$ cat src/rtl/subleq_pkg.sv
// Shared constants for the SUBLEQ engine: default parameters and the
// one-hot state encoding used by the sequencer.
package subleq_pkg;

   // Default parameter values
   localparam int DEF_DW         = 32;
   localparam int DEF_AW         = 32;
   localparam int DEF_WORD_BYTES = 4;
   localparam int DEF_RESET_PC   = 0;
   localparam int DEF_BR_LEQ     = 1;

   // One-hot state encoding, one bit per memory access phase plus HALT
   localparam int STATE_W = 7;
   localparam logic [STATE_W-1:0] ST_FETCH_A = 7'b000_0001;
   localparam logic [STATE_W-1:0] ST_FETCH_B = 7'b000_0010;
   localparam logic [STATE_W-1:0] ST_FETCH_C = 7'b000_0100;
   localparam logic [STATE_W-1:0] ST_READ_A  = 7'b000_1000;
   localparam logic [STATE_W-1:0] ST_READ_B  = 7'b001_0000;
   localparam logic [STATE_W-1:0] ST_WRITE_B = 7'b010_0000;
   localparam logic [STATE_W-1:0] ST_HALT    = 7'b100_0000;

endpackage

$ cat src/rtl/subleq_engine.sv
// Single-instruction (SUBLEQ) engine. Each instruction is three operand
// words {A, B, C}: mem[B] = mem[B] - mem[A]; branch to C when the result
// is <= 0 (or < 0 when BR_LEQ = 0). Every phase is one memory access over
// a req/ack handshake, so a zero-wait memory retires one instruction
// every six cycles. A taken branch to itself stops the engine.
module subleq_engine
   import subleq_pkg::*;
#(
   parameter int DW         = DEF_DW,
   parameter int AW         = DEF_AW,
   parameter int WORD_BYTES = DEF_WORD_BYTES,
   parameter int RESET_PC   = DEF_RESET_PC,
   parameter int BR_LEQ     = DEF_BR_LEQ
) (
   input  logic          clk,
   input  logic          rst,
   input  logic          en,
   output logic          mem_req,
   output logic          mem_we,
   output logic [AW-1:0] mem_addr,
   output logic [DW-1:0] mem_wdata,
   input  logic [DW-1:0] mem_rdata,
   input  logic          mem_ack,
   output logic          halted,
   output logic [AW-1:0] pc_out,
   output logic [31:0]   instr_count
);

   localparam logic [AW-1:0] STEP1  = AW'(WORD_BYTES);
   localparam logic [AW-1:0] STEP2  = AW'(2 * WORD_BYTES);
   localparam logic [AW-1:0] STEP3  = AW'(3 * WORD_BYTES);
   localparam logic [AW-1:0] PC_RST = AW'(RESET_PC);

   logic [STATE_W-1:0] state_q, state_d;
   logic [AW-1:0]      pc_q, pc_d;
   logic [AW-1:0]      opa_q, opa_d;
   logic [AW-1:0]      opb_q, opb_d;
   logic [AW-1:0]      opc_q, opc_d;
   logic [DW-1:0]      da_q, da_d;     // mem[opA]
   logic [DW-1:0]      db_q, db_d;     // mem[opB]
   logic               halted_q, halted_d;
   logic [31:0]        cnt_q, cnt_d;

   logic [DW-1:0]      r;
   logic               r_neg;
   logic               r_zero;
   logic               taken;
   logic               fire;

   // Subtract result and branch decision; operand registers are stable
   // from READ_B onward, so r is steady through the whole WRITE_B wait.
   always_comb begin
      r      = db_q - da_q;
      r_neg  = r[DW-1];
      r_zero = (r == '0);
      taken  = (BR_LEQ != 0) ? (r_neg | r_zero) : r_neg;
   end

   // Memory access decode: all outputs come from registered state, so
   // they hold still for as long as the slave withholds ack.
   always_comb begin
      mem_req   = 1'b0;
      mem_we    = 1'b0;
      mem_addr  = '0;
      mem_wdata = '0;
      case (state_q)
         ST_FETCH_A: begin
            mem_req  = en;
            mem_addr = pc_q;
         end
         ST_FETCH_B: begin
            mem_req  = 1'b1;
            mem_addr = pc_q + STEP1;
         end
         ST_FETCH_C: begin
            mem_req  = 1'b1;
            mem_addr = pc_q + STEP2;
         end
         ST_READ_A: begin
            mem_req  = 1'b1;
            mem_addr = opa_q;
         end
         ST_READ_B: begin
            mem_req  = 1'b1;
            mem_addr = opb_q;
         end
         ST_WRITE_B: begin
            mem_req   = 1'b1;
            mem_we    = 1'b1;
            mem_addr  = opb_q;
            mem_wdata = r;
         end
         default: ;
      endcase
      // Reset kills any access in flight, including a coincident ack.
      if (rst) begin
         mem_req = 1'b0;
         mem_we  = 1'b0;
      end
      if (!mem_req) mem_wdata = '0;
   end

   assign fire = mem_req & mem_ack;

   // Sequencer: advance one phase per completed access, capture read data.
   always_comb begin
      state_d  = state_q;
      pc_d     = pc_q;
      opa_d    = opa_q;
      opb_d    = opb_q;
      opc_d    = opc_q;
      da_d     = da_q;
      db_d     = db_q;
      halted_d = halted_q;
      cnt_d    = cnt_q;
      if (fire) begin
         case (state_q)
            ST_FETCH_A: begin
               opa_d   = mem_rdata[AW-1:0];
               state_d = ST_FETCH_B;
            end
            ST_FETCH_B: begin
               opb_d   = mem_rdata[AW-1:0];
               state_d = ST_FETCH_C;
            end
            ST_FETCH_C: begin
               opc_d   = mem_rdata[AW-1:0];
               state_d = ST_READ_A;
            end
            ST_READ_A: begin
               da_d    = mem_rdata;
               state_d = ST_READ_B;
            end
            ST_READ_B: begin
               db_d    = mem_rdata;
               state_d = ST_WRITE_B;
            end
            ST_WRITE_B: begin
               cnt_d = cnt_q + 32'd1;
               if (taken && (opc_q == pc_q)) begin
                  // Branch-to-self is the stop idiom; pc stays put.
                  state_d  = ST_HALT;
                  halted_d = 1'b1;
               end else begin
                  pc_d    = taken ? opc_q : (pc_q + STEP3);
                  state_d = ST_FETCH_A;
               end
            end
            default: ;
         endcase
      end
   end

   // State registers with synchronous reset.
   always_ff @(posedge clk) begin
      if (rst) begin
         state_q  <= ST_FETCH_A;
         pc_q     <= PC_RST;
         opa_q    <= '0;
         opb_q    <= '0;
         opc_q    <= '0;
         da_q     <= '0;
         db_q     <= '0;
         halted_q <= 1'b0;
         cnt_q    <= '0;
      end else begin
         state_q  <= state_d;
         pc_q     <= pc_d;
         opa_q    <= opa_d;
         opb_q    <= opb_d;
         opc_q    <= opc_d;
         da_q     <= da_d;
         db_q     <= db_d;
         halted_q <= halted_d;
         cnt_q    <= cnt_d;
      end
   end

   assign halted      = halted_q;
   assign pc_out      = pc_q;
   assign instr_count = cnt_q;

endmodule

$ cat config.mk
export PLATFORM = sky130hd
export DESIGN_NAME = subleq_engine
export DESIGN_NICKNAME = d
export VERILOG_FILES = /design/src/rtl/subleq_pkg.sv /design/src/rtl/subleq_engine.sv
export SDC_FILE = /design/constraint.sdc
export NUM_CORES = 1
export LEC_CHECK = 0
export CORE_ASPECT_RATIO = 1.1
export CORE_MARGIN = 10
export CORE_UTILIZATION = 62
export CTS_BUF_LIST = sky130_fd_sc_hd__clkbuf_8
export CTS_CLUSTER_DIAMETER = 50
export DETAILED_ROUTE_END_ITERATION = 10
export HOLD_SLACK_MARGIN = 0.12
export PLACE_DENSITY = 0.88
export SLEW_MARGIN = 20
export SYNTH_ARGS = -nofsm -noshare
export SYNTH_HDL_FRONTEND = slang
export SYNTH_SLANG_ARGS = --single-unit
$ cat constraint.sdc
create_clock -name clk -period 5.35 [get_ports clk]
set_clock_uncertainty 0.05 [all_clocks]
set_input_delay 1.605 -clock clk [delete_from_list [all_inputs] [get_ports clk]]
set_output_delay 1.605 -clock clk [all_outputs]
set_load 0.03 [all_outputs]
==> metrics, run 1 <==
Place WS=0.423 ns; Worst Slack Setup Final=0.118 ns; Worst-path clk slew=0.07 ns; post-synthesis net count=1930; Most used DFF post-synth=dfxtp_1; DIE AREA=between 0.02 and 0.03 mm2; First DRT Iteration DRCs=1786; Clock Root Buffer=clkbuf_8; io pins=167; Final setup viols=0; First-pass DRT Iterations=6; die width=160 um; fmax=0.191 GHz; Leak=6.10 nW; WL/cell=21.4 um; syn avg cell area=7.24 um2; Slowest-stage cell, CP=clkdlybuf4s50_1; Clock Tree Buf Depth=3; Least-Margin Pin Slew=0.866 ns; Post-route DRC=0; CP cell instances=nor2_1, nand3_2, nor4b_2, a22o_1, nand4_1, nor2_1, nor2_1, a31oi_1, a221o_1, clkdlybuf4s50_1; kind of critical path=reg2out; Fin Hold WS=0.404 ns; crit path time final=roughly 5.2 ns; WL final=approximately 50 mm; first-pass GRT wire length=77.0 mm; GP Congestion=1.02; fin. max-slew vios=0; number of global-route vias before repair=around 14000; initial core utilization=63.1%; flops & latches, synth=232; share of cells above drive strength 1=9.44%; Util after Layout=76.4%; CORE AREA=between 0.02 and 0.025 mm2; largest net degree at the start of global routing=123; worst-path maximum fanout=6; ANT cells=0; critical path arrival=~3.6 ns; startpoint types=register; required time of the worst setup path=between 3 and 4 ns; worst vdd ir=187 uV; worst r2r path cells=13; CTS tree=done; clk sinks=232; antenna violations before repair=0; Max-slew headroom=~42%; Final period util=97.8%; CTS H-tree depth=2; CP delay by family, top=simple AND/OR/NAND/NOR gates; DR vias=roughly 15000; gr usage total=33.3%; synth unique cells=80; min-delay src=db_q[0]$_SDFFE_PP0P_; Async S/R FF share, synth=0%; proportion of netlist area held by the largest area contributor=34.5%; layout overhead on the synthesized area=21.0%; DPL Wire Length=34.9 mm; yosys warns=0; min-delay worst type=reg2reg; Port-buffer cells=166; Post-Synthesis Cell Area=0.0134 mm2; worst hold path depth=2; cell taking the most area after synthesis=dfxtp_1; Critical Path Most Common Cell=nor2_1; Critical Path Max Stage Delay=0.68 ns; Num CTS Buffers=40; Worst Setup End Kind=primary output; Hold Violations, Final=0; Worst Hold End=db_q[0]$_SDFFE_PP0P_; status=finished clean; Buffers & Inverters on Critical Path=1; Die H=174 um; terminus of the critical flop-to-flop path=pc_out[0]$_SDFFE_PP0P_; number of synthesized flops with an enable pin=0; Synth Instances=1856; # nets final=2049; Synth area leaders=dfxtp_1, nand2_1, a21oi_1, nor2_1, xnor2_1; antenna viol nets, final=0; Power Dens Cells=225 mW/mm2; worst-skew pair later-pin latency=about 0.55 ns; via density per instance=6.43; max-cap check violation count=0; post-synthesis sequential area ratio=between 30 and 40%; Fill cells=approximately 1600; # rows=56; Worst R2R Start=da_q[4]$_SDFFE_PP0P_; internal reg-to-reg setup slack=around 0.67 ns; GRT Residual Overflow=0
-- logic make-up (layout without fill, tap and decap cells) --
kind of cell	count (synthesis)	after routing	synth area share, %
compound gates	464	464	21.7
xor+xnor	90	90	5.86
flops	232	232	34.5
buf+inv	193	340	5.83
mux	14	14	1.06
fa+ha+maj	38	38	3.59
simple gates	825	825	27.4
-- per-layer routing --
layer | vias up | part of all wire (%) | GRT usage, %
li1 | 6711 | - | -
met1 | 6959 | 38 | 40.7
met2 | 892 | 47 | 54.7
met3 | 187 | 11 | 7.35
met5 | - | 0 | 0
met4 | 0 | 4.8 | 15.0
-- worst max-delay path by stage --
stage                               to  cells after the start                    start  slack [ns]
after floorplan           mem_addr[27]                      7  state_q[4]$_SDFFE_PP0P_        0.56
after global placement         mem_req                      4                       en        0.43
after detailed placement       mem_req                      4                       en        0.42
after CTS                 mem_addr[20]                      8  state_q[4]$_SDFFE_PP0P_        0.02
after global routing      mem_addr[20]                     10  state_q[4]$_SDFFE_PP0P_       -0.01
final                     mem_addr[20]                     10  state_q[4]$_SDFFE_PP0P_        0.12
-- sequential cells by signal, indices dropped and copies added (netlist names) --
register	count
db_q	32
state_q	7
da_q	32
opa_q	32
opb_q	32
pc_out	32
opc_q	32
halted	1
instr_count	32
-- Yosys cell counts (19+ instances only) --
master and instances:
xor2_1 35, nand3_1 50, dfxtp_1 232, ha_1 37
xnor2_1 55, o21ai_0 64, inv_1 61, nor3_1 42
nand2_1 437, a21oi_1 216, a21o_1 19, and3_1 35
clkbuf_1 115, nand4_1 37, a31oi_1 20, nor2_1 138
-- metrics by stage --
step                cell area (um2)  instances  power, mW  TNS (ns)
finish                        16300       2293       3.66         0
detailed placement            15300       2223       1.91         0
global placement              15300       2223       1.91         0
floorplan                     13400       1856       1.84         0
CTS                           16200       2293       3.65         0
global route                  16300       2293       3.74   -0.0112
-- worst reg2reg max path: stages (launching register included) --
cell	delay [ns]
dfxtp_1	0.33
inv_1	0.05
ha_1	0.37
a21o_1	0.23
a21oi_2	0.29
a211oi_1	0.16
o31ai_1	0.73
xor2_1	0.29
nand4_1	0.13
or4_4	0.46
nor3_2	0.38
and2b_1	0.29
nor3_2	0.55
o21ai_0	0.20
-- power breakdown --
part           total [mW]  switching, mW  internal (mW)
Clock                1.78          0.761           1.02
Sequential           1.74        0.00709           1.74
Combinational       0.140         0.0970         0.0432
-- placed cells by master, fill, tap and decap left out, drive strengths merged, types with 11 or more instances in the layout --
cell type	count
a31oi	20
xor2	35
nand2	437
o211ai	13
mux2i	12
dfxtp	232
nor4	11
nand4	37
a22oi	15
inv	71
a21o	19
a221o	16
ha	37
nand3	50
xnor2	55
o21ai	69
nor2	138
and3	35
or3	17
nor3	44
clkbuf	52
a21oi	217
clkdlybuf4s50	114
a211o	13
buf	90
-- final cells by class --
| cell class | instances | area (um2) | area share [%] |
|---|---|---|---|
| sequential | 232 | 4650 | 28.6 |
| clock inverter | 18 | 163 | 1.00 |
| inverter | 62 | 233 | 1.43 |
| clock buffer | 52 | 716 | 4.40 |
| timing repair buffer | 208 | 2050 | 12.6 |
| tap | 290 | 363 | 2.23 |
| multi-input combinational | 1431 | 8100 | 49.8 |
-- timing repair --
action                     in CTS  in global routing
setup buffers                   0                  0
resized for setup               4                 12
hold buffers                    0                  0
setup endpoints to repair       6                 16
No activity file was read; power rests on OpenSTA's default activity.
==> inputs of run 2 (changes only) <==
- CORE_MARGIN: 10 -> 4
==> metrics, run 2 (synthesized netlist as in run 1, its figures left out) <==
CTS tree=done (unchanged); Power Dens Cells=228 mW/mm2 (was 225 mW/mm2); Final setup viols=0 (unchanged); Worst Slack Setup Final=0.0809 ns (was 0.118 ns); cell-internal power=2.83 mW (was 2.80 mW); io pins=167 (unchanged); die width=148 um (was 160 um); GRT Residual Overflow=0 (unchanged); DIE AREA=0.0241 mm2 (was 0.0280 mm2); Clock Tree Buf Depth=3 (unchanged); via density per instance=6.45 (was 6.43); CTS H-tree depth=2 (unchanged); commonest non-fill, non-tap cell in the layout=nand2_1 (unchanged); critical path arrival=3.61 ns (was 3.58 ns); First DRT Iteration DRCs=1845 (was 1786); gr usage total=39.5% (was 33.3%); worst vdd ir=185 uV (was 187 uV); layout overhead on the synthesized area=21.3% (was 21.0%); fin. max-slew vios=0 (unchanged); clock power share=49.2% (was 48.6%); DR vias=14837 (was 14749); CORE AREA=0.0213 mm2 (unchanged); NetSw=876 uW (was 865 uW); Hold Violations, Final=0 (unchanged); worst-path maximum fanout=7 (was 6); total negative setup slack=0 ns (unchanged); WL/cell=21.3 um (was 21.4 um); worst-skew pair later-pin latency=0.55 ns (about the same); Pwr Total=3.71 mW (was 3.66 mW); status=finished clean (unchanged); Leak=6.12 nW (was 6.10 nW); # nets final=2051 (was 2049); GP Congestion=1.04 (was 1.02); largest net degree at the start of global routing=103 (was 123); Worst-path clk slew=0.07 ns (about the same); # rows=56 (unchanged); kind of critical path=reg2out (unchanged); Die H=162 um (was 174 um); Buffers & Inverters on Critical Path=1 (unchanged); Worst Setup End Kind=primary output (unchanged); Clock Root Buffer=clkbuf_8 (unchanged); commonest non-fill, non-tap cells in the layout=nand2_1, dfxtp_1, a21oi_1, nor2_1, clkdlybuf4s50_1 (unchanged); CP cell instances=nor2_1, nand3_1, or4b_2, o311ai_0, clkdlybuf4s50_1 (was nor2_1, nand3_2, nor4b_2, a22o_1, nand4_1, nor2_1, nor2_1, a31oi_1, a221o_1, clkdlybuf4s50_1); internal reg-to-reg setup slack=0.58 ns (was 0.67 ns); Critical Path Max Stage Delay=0.81 ns (was 0.68 ns); Max-slew headroom=31.2% (was 42.3%); unrepaired setup endpoints after global routing=false; CP delay by family, top=simple AND/OR/NAND/NOR gates (unchanged); Slowest-stage cell, CP=or4b_2 (was clkdlybuf4s50_1); max-cap check violation count=0 (unchanged); Place WS=0.455 ns (was 0.423 ns); Sw Share=23.6% (about the same); placed cells=2225 (was 2223); antenna violations before repair=0 (unchanged); Port-buffer cells=166 (unchanged); startpoint types=register (unchanged); Sequential Power Share=47.0% (was 47.6%); Setup Buffers After CTS=0 (unchanged); ANT cells=0 (unchanged); Non-Filler Instances=2299 (was 2293); Num CTS Buffers=40 (unchanged); clk sinks=232 (unchanged); Post-route DRC=0 (unchanged); number of global-route vias before repair=14323 (was 14207); fmax=0.190 GHz (was 0.191 GHz); antenna viol nets, final=0 (unchanged); share of cells above drive strength 1=9.81% (was 9.44%); Final period util=98.5% (was 97.8%); initial core utilization=63.1% (unchanged); First-pass DRT Iterations=9 (was 6); WL final=48.9 mm (was 49.0 mm); required time of the worst setup path=3.70 ns (about the same); crit path time final=5.27 ns (was 5.23 ns); min-delay worst type=reg2reg (unchanged); Comb power frac=3.8% (about the same); DPL Wire Length=34.7 mm (was 34.9 mm); Least-Margin Pin Slew=1.03 ns (was 0.866 ns); first-pass GRT wire length=77.1 mm (was 77.0 mm)
run 2: path summary, 6_finish.rpt:
| check | startpoint | end | cells past startpoint |
|---|---|---|---|
| min reg2reg | da_q[13]$_SDFFE_PP0P_ | da_q[13]$_SDFFE_PP0P_ | 2 |
| max reg2reg | db_q[0]$_SDFFE_PP0P_ | pc_out[3]$_SDFFE_PP0P_ | 17 |
| max | state_q[4]$_SDFFE_PP0P_ | mem_addr[6] | 5 |
| min | da_q[13]$_SDFFE_PP0P_ | da_q[13]$_SDFFE_PP0P_ | 2 |
run 2: worst min-delay path: cells and delay by family (launching register included):
kind / cells / cell delay [ns]
AND/OR/NAND/NOR: 1 / 0.05
flip-flops: 1 / 0.31
AO/OA/AOI/OAI: 1 / 0.05
run 2: power groups by stage:
stage,Combinational [mW],Clock [mW],Sequential (mW)
after floorplan,0.0591,0,1.78
after global placement,0.132,0,1.78
after detailed placement,0.134,0,1.78
after CTS,0.135,1.83,1.74
after global routing,0.146,1.92,1.74
final,0.140,1.83,1.74
run 2: repair_timing:
| item | CTS | global route |
|---|---|---|
| gates cloned | 0 | 0 |
| endpoints found under the hold margin | 0 | 0 |
| endpoints found under the setup margin | 6 | 7 |
| hold buffers | 0 | 0 |
| resized for setup | 5 | 11 |
run 2: metrics by stage:
stage	utilization [%]	hold WS, ns	instance area [um2]
after floorplan	-	0.381	13400
after global placement	72.0	0.386	15300
after detailed placement	72.0	0.396	15300
after CTS	76.3	0.405	16300
after global routing	76.5	0.416	16300
final	76.5	0.404	16300
run 2: per-layer routing:
layer / share of wire (%) / track usage (%)
met1: 37 / 50.1
met2: 46 / 64.2
met3: 12 / 8.54
met4: 5.5 / 19.1
met5: 0 / 0
run 2: area by class of cell:
type                            instances  area, um2
Clock inverter                         20        179
Clock buffer                           54        743
Tap cell                              290        363
Multi-Input combinational cell       1431       8100
Timing Repair Buffer                  210       2040
Sequential cell                       232       4650
Inverter                               62        233
Fill cell                            1570       5000
